`config.mk`:
```
export PLATFORM = sky130hd
export DESIGN_NAME = serial_adder_seq
export DESIGN_NICKNAME = d
export VERILOG_FILES = /design/src/rtl/serial_adder_seq.sv
export SDC_FILE = /design/constraint.sdc
export NUM_CORES = 1
export LEC_CHECK = 0
export ABC_AREA = 1
export ABC_CLOCK_PERIOD_IN_PS = 1200
export CAP_MARGIN = 30
export CORE_UTILIZATION = 35
export DETAILED_ROUTE_END_ITERATION = 16
export GPL_TIMING_DRIVEN = 0
export PLACE_DENSITY = 0.6
export SLEW_MARGIN = 10
export SYNTH_ARGS = -nofsm -noshare
export SYNTH_HDL_FRONTEND = slang
export SYNTH_SLANG_ARGS = --single-unit
```
`constraint.sdc`:
```
create_clock -name clk -period 1.2 [get_ports clk]
set_clock_uncertainty 0.1 [all_clocks]
set_input_delay 0.24 -clock clk [delete_from_list [all_inputs] [get_ports clk]]
set_output_delay 0.24 -clock clk [all_outputs]
set_load 0.02 [all_outputs]
```
`src/rtl/serial_adder_seq.sv`:
```
`default_nettype none
// ============================================================================
// Module     : serial_adder_seq
// Description: Bit-serial ripple adder with a start/busy/done handshake. It adds
//              LSB first, one bit per clock, using a single full-adder slice
//              and a carry flip-flop. Defining SERIAL_ADD_OVF_EN adds the ovf
//              output, which reports two's-complement signed overflow.
// Revision   : 1.0 - initial release
// ============================================================================
module serial_adder_seq #(
  parameter int WIDTH = 8
) (
  input  logic             clk,
  input  logic             rst_n,
  input  logic             start,
  input  logic [WIDTH-1:0] a,
  input  logic [WIDTH-1:0] b,
  input  logic             cin,
  output logic             busy,
  output logic             done,
  output logic [WIDTH-1:0] sum,
`ifdef SERIAL_ADD_OVF_EN
  output logic             ovf,
`endif
  output logic             cout
);

  localparam int             CNT_W = (WIDTH > 1) ? $clog2(WIDTH) : 1;
  localparam logic [CNT_W-1:0] LAST_BIT = CNT_W'(WIDTH - 1);

  typedef enum logic [1:0] {
    IDLE  = 2'd0,
    SHIFT = 2'd1,
    DONE  = 2'd2
  } state_t;

  state_t           state_q, state_d;
  logic [WIDTH-1:0] a_sr_q, a_sr_d;
  logic [WIDTH-1:0] b_sr_q, b_sr_d;
  logic [WIDTH-1:0] sum_q, sum_d;
  logic [CNT_W-1:0] cnt_q, cnt_d;
  logic             carry_q, carry_d;
  logic             cout_q, cout_d;
  logic             ovf_q, ovf_d;

  logic slice_s;
  logic slice_c;

  // The full-adder slice is built from two half-adder stages.
  logic ha0_s, ha0_c, ha1_c;
  assign ha0_s   = a_sr_q[0] ^ b_sr_q[0];
  assign ha0_c   = a_sr_q[0] & b_sr_q[0];
  assign slice_s = ha0_s ^ carry_q;
  assign ha1_c   = ha0_s & carry_q;
  assign slice_c = ha0_c | ha1_c;

  always_comb begin
    state_d = state_q;
    a_sr_d  = a_sr_q;
    b_sr_d  = b_sr_q;
    sum_d   = sum_q;
    cnt_d   = cnt_q;
    carry_d = carry_q;
    cout_d  = cout_q;
    ovf_d   = ovf_q;
    case (state_q)
      IDLE, DONE: begin
        if (start) begin
          a_sr_d  = a;
          b_sr_d  = b;
          carry_d = cin;
          cnt_d   = '0;
          sum_d   = '0;
          state_d = SHIFT;
        end else begin
          state_d = IDLE;
        end
      end
      SHIFT: begin
        sum_d   = {slice_s, sum_q[WIDTH-1:1]};
        carry_d = slice_c;
        a_sr_d  = {1'b0, a_sr_q[WIDTH-1:1]};
        b_sr_d  = {1'b0, b_sr_q[WIDTH-1:1]};
        cnt_d   = cnt_q + CNT_W'(1);
        if (cnt_q == LAST_BIT) begin
          // carry_q is the carry into the MSB slice at this point.
          cout_d  = slice_c;
          ovf_d   = carry_q ^ slice_c;
          cnt_d   = '0;
          state_d = DONE;
        end
      end
      default: state_d = IDLE;
    endcase
  end

  always_ff @(posedge clk or negedge rst_n) begin
    if (!rst_n) begin
      state_q <= IDLE;
      a_sr_q  <= '0;
      b_sr_q  <= '0;
      sum_q   <= '0;
      cnt_q   <= '0;
      carry_q <= 1'b0;
      cout_q  <= 1'b0;
      ovf_q   <= 1'b0;
    end else begin
      state_q <= state_d;
      a_sr_q  <= a_sr_d;
      b_sr_q  <= b_sr_d;
      sum_q   <= sum_d;
      cnt_q   <= cnt_d;
      carry_q <= carry_d;
      cout_q  <= cout_d;
      ovf_q   <= ovf_d;
    end
  end

  assign busy = (state_q == SHIFT);
  assign done = (state_q == DONE);
  assign sum  = sum_q;
  assign cout = cout_q;

`ifdef SERIAL_ADD_OVF_EN
  assign ovf = ovf_q;
`else
  logic unused_ovf;
  assign unused_ovf = ovf_q;
`endif

endmodule
`default_nettype wire

```
==> results.md <==
- RSZ-0062 raised after global routing: true
- Die area: 4780 um2
- Vias in the first global route: 1,194
- Seq cells post-synth: 31
- Yosys cell types: 18
- Clock sink count: 31
- Placed cells: 285
- Largest net degree at the start of global routing: 32
- DRC Markers: 0
- Gate Count Post-Synth: 203
- Antenna Cells: 0
- Worst Setup Start Kind: flip-flop
- Synth warn: 0
- Aggregate global routing overflow: 0
- Die width: 69.1 um
- Setup crit end kind: primary output
- Fmax: 708 MHz
- Clock Latency Late Sink: 0.28 ns
- GP Congestion: 0.734
- Final min period: 1.41 ns
- Violated checks: setup timing
- Core footprint: 4350 um2
- CP bufs+invs: 2
- Post-Layout Cell Count: 318
- P_leak: 1.31 nW
- Area contributors post-synth: dfrtp_1, nand2_1, nand3_1, inv_1, buf_6
- Worst EP required: 0.86 ns
- Final HPWL DP: 2030 um
- Actual slew at the worst max-slew pin: 0.440 ns
- Critical-path maximum fanout: 2
- Slew HR: 70.7%
- Most used cell, CP: buf_6
- Power Density: 2730 nW/um2
- NumNets Final: 288
- Area Overhead vs Synth: 50.4%
- Cells along the critical path: buf_6 > nor2_4 > buf_6
- Detailed-router iteration count before antenna repair: 4
- Setup WS post-layout: -0.212 ns
- Vias: 1,427
- Final Hold Fails: 0
- Max-slew violations: 0
- Run status: finished, violations left
- CTS max path bufs: 2
- MaxCap Viol Count: 0
- Mapped Area: 1580 um2
- Worst slack, placed: -0.540 ns
- VDD IR-drop max: 1.01 mV
- Clk pin slew, worst setup/hold paths: 0.06 ns
- Final Cycle Share: 118%
- H-tree lvl count: 2
- First-pass GRT wire length: 5590 um
- CTS buffer count: 5
- Via density: 4.49
- Die height: 69.1 um
- Share of cells above drive strength 1: 28.6%
- Worst stage delay on the critical path: 0.42 ns
- Syn Area/Cell: 7.77 um2
- WL final: 3500 um
- I/O Pins: 31
- Post-synth top area share: 49.2%
- Commonest non-fill, non-tap cell in the layout: nand2_1
- Initial DRC Count: 101
- Family with the most delay on the worst path: flip-flops
- Crit Path Category: flip-flop to primary output
- Post-route ant nets: 0
- Routed len/inst: 11.0 um
- Fin util: 54.5%
- Arr. time, crit path: 1.07 ns
- Register area share after synthesis: 49.2%
- Initial antenna violation count: 0
- Commonest non-fill, non-tap cells in the layout: nand2_1, inv_1, dfrtp_1
- Syn Nets: 226
- CTS tree: yes
- HP Class: input pin to asynchronous set/reset pin
- IO buf count: 30
- Top cell type by total area after synthesis: dfrtp_1
- Clock root buffer: clkbuf_8
- Fill count: 395
- Final setup viols: 32
- Num rows: 24
- Total Routing Usage GR: 15.0%
- Setup TNS: -3.81 ns
- Starting Density: 36.2%
- Critical-path cell with the highest stage delay: dfrtp_1
==> through the flow <==
stage | hold slack, ns | instance area [um2] | power, W
2_1_floorplan | -0.156 | 1580 | 0.00378
4_1_cts | 0.370 | 2210 | 0.00610
5_1_grt | 0.397 | 2370 | 0.00697
3_3_place_gp | 0.358 | 1950 | 0.00456
3_5_place_dp | 0.239 | 1940 | 0.00459
6_report | 0.371 | 2370 | 0.00647
==> registers in the layout, summed over array words and instances, names as in the netlist <==
register,count
a_sr_q,8
b_sr_q,8
carry_q,1
cnt_q,3
cout,1
state_q,2
sum,8
==> where the power goes <==
group / leakage, nW / internal (W) / switching (W)
clock: 0.0515 / 0.000523 / 0.000371
combinational: 0.874 / 0.00182 / 0.00190
sequential: 0.384 / 0.00156 / 0.000297
total: 1.31 / 0.00390 / 0.00257
==> final timing paths <==
path	cells past startpoint	slack, ns	start	to
max	3	-0.21	state_q[1]$_DFFE_PN0P_	busy
min	2	0.37	rst_n	a_sr_q[4]$_DFFE_PN0P_
max reg2reg	7	-0.18	state_q[0]$_DFFE_PN0P_	b_sr_q[0]$_DFFE_PN0P_
min reg2reg	2	0.38	a_sr_q[2]$_DFFE_PN0P_	a_sr_q[2]$_DFFE_PN0P_
max in group asynchronous	2	0.29	rst_n	state_q[0]$_DFFE_PN0P_
min in group clk	2	0.38	a_sr_q[2]$_DFFE_PN0P_	a_sr_q[2]$_DFFE_PN0P_
==> cells in the mapped netlist, drive strengths merged <==
library cell and instances:
ha 2, nand3 29, or2 1, buf 8, dfrtp 31, inv 39
nand2 83, fa 1, nor2 4, o21ai 5
==> what timing repair did <==
| action | 4_1_cts | 5_1_grt |
|---|---|---|
| setup endpoints to repair | 39 | 66 |
| endpoints found under the hold margin | 31 | 0 |
| cloned | 1 | 1 |
| pin swaps | 2 | 11 |
| buffers inserted | 13 | 11 |
| gates resized for setup | 67 | 25 |
| hold buffers | 1 | 0 |
==> cell type report <==
type | instances | area [um2] | share of cell area [%]
tap | 52 | 65.1 | 2.74
clock buffer | 8 | 100 | 4.22
multi-input combinational | 125 | 652 | 27.5
timing repair buffer | 56 | 520 | 22.0
sequential | 31 | 777 | 32.8
inverter | 39 | 159 | 6.70
buffer | 7 | 97.6 | 4.12
==> cell families after synthesis <==
| group | count (synthesis) | synth area share [%] |
|---|---|---|
| and+or+nand+nor | 117 | 32.1 |
| buffers and inverters | 47 | 14.3 |
| DFF | 31 | 49.2 |
| AOI/OAI and AO/OA | 5 | 1.59 |
| adders and majority gates | 3 | 2.86 |
==> per-layer routing <==
metal  global-route usage (%)  up-vias  share of wire (%)
met4                     5.44        0                1.1
met1                     20.0      666                 48
met3                     4.39        4                4.0
met5                        0        -                  0
li1                         -      729                  -
met2                     23.1       28                 47
Power figures use the tool's default switching activity.
